$ cat src/rtl/spi_mstr16.sv
// rtl/spi_mstr16.sv - 16-bit full-duplex SPI master (SCLK idles high, MOSI changes on SCLK fall)
module spi_mstr16 #(
    parameter int                DIV_W   = 5,
    parameter logic [DIV_W-1:0]  FP_LOAD = 5'b10111
) (
    input  logic        clk,
    input  logic        rst_n,
    input  logic        wrt,
    input  logic [15:0] wt_data,
    output logic        done,
    output logic [15:0] rd_data,
    output logic        SS_n,
    output logic        SCLK,
    output logic        MOSI,
    input  logic        MISO
);

    typedef enum logic [1:0] {IDLE, FRONT, SHIFT, BACK} state_t;

    localparam logic [DIV_W-1:0] DIV_ALL1 = '1;
    localparam logic [DIV_W-1:0] DIV_HALF = {1'b0, {(DIV_W-1){1'b1}}};

    state_t           state, nxt_state;
    logic [DIV_W-1:0] div;
    logic [4:0]       bit_cnt;
    logic [15:0]      shft_reg;
    logic             miso_smpl;

    logic rise_pt, fall_pt;
    logic ld, smpl, shift, set_done, div_en;

    // The divider value one step before SCLK edges; the edge lands on the next clk.
    assign rise_pt = (div == DIV_HALF);
    assign fall_pt = (div == DIV_ALL1);

    always_ff @(posedge clk or negedge rst_n) begin
        if (!rst_n) begin
            state <= IDLE;
        end else begin
            state <= nxt_state;
        end
    end

    always_comb begin
        nxt_state = state;
        case (state)
            IDLE:    if (wrt)                         nxt_state = FRONT;
            FRONT:   if (fall_pt)                     nxt_state = SHIFT;
            SHIFT:   if (rise_pt && bit_cnt == 5'd15) nxt_state = BACK;
            BACK:    if (fall_pt)                     nxt_state = IDLE;
            default:                                  nxt_state = IDLE;
        endcase
    end

    always_comb begin
        SS_n     = 1'b0;
        ld       = 1'b0;
        smpl     = 1'b0;
        shift    = 1'b0;
        set_done = 1'b0;
        div_en   = 1'b1;
        case (state)
            IDLE: begin
                SS_n   = 1'b1;
                div_en = 1'b0;
                ld     = wrt;
            end
            FRONT: ;
            SHIFT: begin
                smpl  = rise_pt;
                shift = fall_pt;
            end
            BACK: begin
                // Final shift happens on the would-be wrap; the divider then parks at all-ones.
                shift    = fall_pt;
                set_done = fall_pt;
                div_en   = !fall_pt;
            end
            default: begin
                SS_n   = 1'b1;
                div_en = 1'b0;
            end
        endcase
    end

    always_ff @(posedge clk or negedge rst_n) begin
        if (!rst_n) begin
            div       <= DIV_ALL1;
            bit_cnt   <= 5'd0;
            shft_reg  <= 16'h0000;
            miso_smpl <= 1'b0;
            done      <= 1'b0;
        end else if (ld) begin
            div      <= FP_LOAD;
            bit_cnt  <= 5'd0;
            shft_reg <= wt_data;
            done     <= 1'b0;
        end else begin
            if (div_en) begin
                div <= div + 1'b1;
            end
            if (smpl) begin
                miso_smpl <= MISO;
                bit_cnt   <= bit_cnt + 5'd1;
            end
            if (shift) begin
                shft_reg <= {shft_reg[14:0], miso_smpl};
            end
            if (set_done) begin
                done <= 1'b1;
            end
        end
    end

    assign SCLK    = div[DIV_W-1];
    assign MOSI    = shft_reg[15];
    assign rd_data = shft_reg;

endmodule

$ cat config.mk
export PLATFORM = sky130hd
export DESIGN_NAME = spi_mstr16
export DESIGN_NICKNAME = d
export VERILOG_FILES = /design/src/rtl/spi_mstr16.sv
export SDC_FILE = /design/constraint.sdc
export NUM_CORES = 1
export LEC_CHECK = 0
export BUFFER_PORTS_ARGS = -buffer_cell sky130_fd_sc_hd__buf_2
export CORE_MARGIN = 1
export CORE_UTILIZATION = 47
export CTS_CLUSTER_SIZE = 16
export DETAILED_ROUTE_END_ITERATION = 7
export GPL_ROUTABILITY_DRIVEN = 0
export GPL_TIMING_DRIVEN = 0
export PLACE_DENSITY = 0.71
export SYNTH_ARGS = -nofsm -noshare
export SYNTH_HDL_FRONTEND = slang
export SYNTH_SLANG_ARGS = --single-unit
export TNS_END_PERCENT = 5
$ cat constraint.sdc
create_clock -name clk -period 3.54 [get_ports clk]
set_input_delay 0 -clock clk [delete_from_list [all_inputs] [get_ports clk]]
set_output_delay 0 -clock clk [all_outputs]
set_load 0.005 [all_outputs]
Yosys cells after proc, flatten, opt, wreduce, memory -nomap -nowiden
Index checks and enable logic that the tools add are counted. W data, S select, Z words.

Add/subtract/negate cells: 2. Eq/ne operators: 10. Multiplexer cells: 19. Bitwise logic cells: 1. Reductions and logical operators: 10.

Operators with widths (count): $mux W16 (2); $mux W5 (4); $add A5 B1 Y5 const B (2); $eq A5 B4 Y1 const B (2); $mux W2 (4); $ne A2 B2 Y1 const B (4); $pmux W2 S4 (1); $reduce_bool A2 Y1 (4); $mux W1 (7); $eq A5 B5 Y1 const B (1); $eq A2 B2 Y1 const B (2); $reduce_and A4 Y1 (1); $eq A2 B1 Y1 const B (1); $logic_not A2 Y1 (1); $pmux W1 S2 (1); $reduce_and A2 Y1 (1); $reduce_or A2 Y1 (1); $logic_and A1 B1 Y1 (1); $logic_not A1 Y1 (1); $not A1 Y1 (1).

Register bits: 30. Input bits: 20. Output and inout port bits: 20. Logic and storage cells: 48.

Longest topological paths before layout
Depth after elaboration: 5. Mapped depth: 7. Gate-level depth less buffers: 6.

Worst setup path after synthesis
OpenSTA, ideal clock, no wires.

Path type: flip-flop to flip-flop. Start: register div[0]. End: register shft_reg[5], in the netlist rd_data[5]. Setup time: 0.125 ns. Arrival time: 1.870 ns. Required time: 3.415 ns. Path slack: 1.546 ns. Cell stages (with the launch flop): 8. Path buffers: 1. Period minus slack after synthesis: 1.994 ns. Cells stage by stage: dfstp_2 ha_1 and3_1 ha_1 o21ai_0 nand2_1 buf_6 mux2_2.

Word-level cells in the longest chain between the ends: 3.

RTL lines: from (decl) (RTL line 24) `logic [DIV_W-1:0] div;`; from (signal assigned) (RTL line 100) `div <= div + 1'b1;`; $eq A5 B5 Y1 (RTL line 34) `assign fall_pt = (div == DIV_ALL1);`; $mux W1 (RTL line 62) `case (state)`; $reduce_bool A2 Y1 (no source line); to (signal assigned) (RTL line 96) `shft_reg <= wt_data;`; to (signal assigned) (RTL line 107) `shft_reg <= {shft_reg[14:0], miso_smpl};`; to (decl) (RTL line 26) `logic [15:0] shft_reg;`.

No other way between the ends. A chain may end at the register's enable or synchronous reset.

Final worst setup path
Ends and elaborated chain as after synthesis.

==> impl_metrics.env <==
export IMPL_wl_per_cell_um=14.4
export IMPL_top_layer_used="met4"
export IMPL_row_count=21
export IMPL_r2r_end="rd_data[5]"
export IMPL_path_class="reg -> reg"
export IMPL_synth_top_cells_by_area="dfrtp_1 37%, mux2_4 18%, mux2_2 10%, dfstp_2 7.8%, ha_1 7.4%"
export IMPL_yosysTopAreaCell="dfrtp_1"
export IMPL_multi_input_area_um2=850
export IMPL_clkTransAtPathRegs_ns=0.10
export IMPL_min_from="wt_data[8]"
export IMPL_syn2layout_area_growth_pct=26.8
export IMPL_dp_cells=214
export IMPL_powerDensity_nw_per_um2=842
export IMPL_insertion_delay_ns=0.35
export IMPL_num_antenna_cells=0
export IMPL_route_met3_wl_um=139
export IMPL_first_global_vias=1121
export IMPL_clock_path_buffers=2
export IMPL_peakVddDrop_v=0.000366
export IMPL_hold_path_end="rd_data[8]"
export IMPL_critPathMaxFanout=10
export IMPL_ant_nets=0
export IMPL_p_leak_nw=1.06
export IMPL_die_h_um=61.8
export IMPL_ys_ff_latch=30
export IMPL_clock_sinks=30
export IMPL_maxCapViolCount=0
export IMPL_relSlewSlack_pct=54.7
export IMPL_wl_mm=3.37
export IMPL_wirelength_met1_mm=1.46
export IMPL_hold_depth=3
export IMPL_slew_violations=0
export IMPL_arrival_ns=2.52
export IMPL_tritoncts="yes"
export IMPL_dp_hpwl_mm=2.31
export IMPL_end_kind="register"
export IMPL_required_ns=3.78
export IMPL_vias=1155
export IMPL_synth_area_um2=1680
export IMPL_synth_top_cell_area_share_pct=37.2
export IMPL_cts_buffers=5
export IMPL_synthDistinctLibCells=26
export IMPL_grt_overflow=0
export IMPL_setup_viol=0
export IMPL_start_util_pct=49.6
export IMPL_first_iter_violations=25
export IMPL_syn_avg_cell_area_um2=13.0
export IMPL_die_w_um=61.8
export IMPL_dr_wl_met2_mm=1.72
export IMPL_worstMarginPinSlew_ns=0.679
export IMPL_max_freq_mhz=440
export IMPL_drc=0
export IMPL_antenna_found_initial=0
export IMPL_synthCells=129
export IMPL_nets=217
export IMPL_drt_vias_per_instance=4.94
export IMPL_nFillCells=260
export IMPL_final_cells=234
export IMPL_hold_viol_final=0
export IMPL_postCtsResizedCells=0
export IMPL_hp_class="in -> reg"
export IMPL_portBuffers=39
export IMPL_rr_worst_depth=7
export IMPL_drive_gt1_share_pct=50.0
export IMPL_seq_area_frac_synth_pct=45.0
export IMPL_die_area_um2=3820
export IMPL_status="complete, no violations"
export IMPL_cts_setup_buffers=0
export IMPL_critPathLaunchType="register"
export IMPL_ys_warn_count=0
export IMPL_finalCritPeriodShare_pct=64.3
export IMPL_finalSetupTns_ns=0
export IMPL_clock_skew_ns=0.00677
export IMPL_mostFrequentLayoutCells="39 x buf_2, 25 x dfrtp_1, 20 x mux2_4, 15 x mux2_2, 12 x dlygate4sd3_1"
export IMPL_final_common_cell="buf_2"
export IMPL_p_total_mw=1.80
export IMPL_synth_nets=159
export IMPL_layout_area_seq_um2=757
export IMPL_grt_pass1_wl_mm=4.90
export IMPL_r2r_start="div[0]"
export IMPL_r2r_slack_ns=1.27
export IMPL_cts_max_level=2
export IMPL_period_minus_slack_ns=2.27
export IMPL_core_area_um2=3390
export IMPL_grt_max_degree=31
export IMPL_grt_usage_pct=18.4
export IMPL_ios=40
export IMPL_root_buffer="clkbuf_4"
export IMPL_rsz0062_at_grt="false"
export IMPL_dr_pass1_iters=4
## what timing repair did
action,4_1_cts,5_1_grt
hold endpoints to repair,30,6
endpoints found under the setup margin,0,0
hold buffers,6,6
## synthesized netlist by cell type
master	count
dfrtp_1	25
mux2_4	20
mux2_2	15
ha_1	10
nand2_1	9
a21oi_1	6
dfstp_2	5
nand3_1	5
inv_1	4
nor2_1	4
o21ai_0	4
and3_1	3
buf_6	3
or3_1	3
xor2_1	2
a211oi_1	1
a311oi_1	1
and2_4	1
buf_12	1
buf_4	1
mux2i_1	1
nor2b_1	1
o211ai_1	1
o21ba_2	1
o22a_1	1
xnor2_1	1
## routing by layer
metal  GRT usage [%]  up-vias
met5               0        -
met4            7.62        0
met3            6.83        7
met2            31.8       23
met1            20.3      555
li1                -      570
## worst max path at each step
stage | start | depth (start not counted) | to | slack (ns)
global route | div[0] | 7 | rd_data[5] | 1.17
floorplan | div[0] | 7 | rd_data[5] | 1.55
detailed placement | div[0] | 7 | rd_data[5] | 1.27
CTS | div[0] | 7 | rd_data[5] | 1.25
global placement | div[0] | 7 | rd_data[5] | 1.33
finish | div[0] | 7 | rd_data[5] | 1.27
## logic make-up (layout without fill, tap and decap cells)
family,after synthesis,after routing,share of synthesized area (%)
multiplexers,36,36,28.5
AO/OA/AOI/OAI,15,15,5.50
AND/OR/NAND/NOR,26,26,7.51
adder cells (fa/ha/maj),10,10,7.43
XOR/XNOR,3,3,1.56
flip-flops,30,30,45.0
buffers and inverters,9,68,4.54
## through the flow
step                setup WS, ns  hold WS, ns  utilization, %  instance area (um^2)
finish                      1.27       0.0100            62.9                  2130
global route                1.17      0.00894            62.9                  2130
CTS                         1.25    0.0000377            61.2                  2070
detailed placement          1.27       0.0766            57.1                  1940
global placement            1.33       0.0684            57.1                  1940
floorplan                   1.55       -0.296               -                  1680
## state kept, by name, summed over array words and instances (netlist names)
register / cells
state: 2
bit_cnt: 5
rd_data: 16
done: 1
miso_smpl: 1
div: 5
## where the power goes
group	switching [mW]	internal, mW
Combinational	0.348	0.536
Clock	0.131	0.146
Sequential	0.117	0.519
## worst max-delay path: stages, from the launching register on
cell and delay, ns:
dfstp_2 0.57, ha_1 0.19, and3_1 0.19, ha_1 0.23
o21ai_0 0.13, nand2_1 0.28, buf_6 0.23, mux2_2 0.36
## cell type report
cell class / instances / area share [%]
multi-input combinational: 90 / 39.8
sequential: 30 / 35.5
timing repair buffer: 51 / 14.8
buffer: 5 / 2.87
tap: 46 / 2.70
clock inverter: 3 / 1.88
clock buffer: 5 / 1.76
inverter: 4 / 0.704
Power figures use the tool's default switching activity.
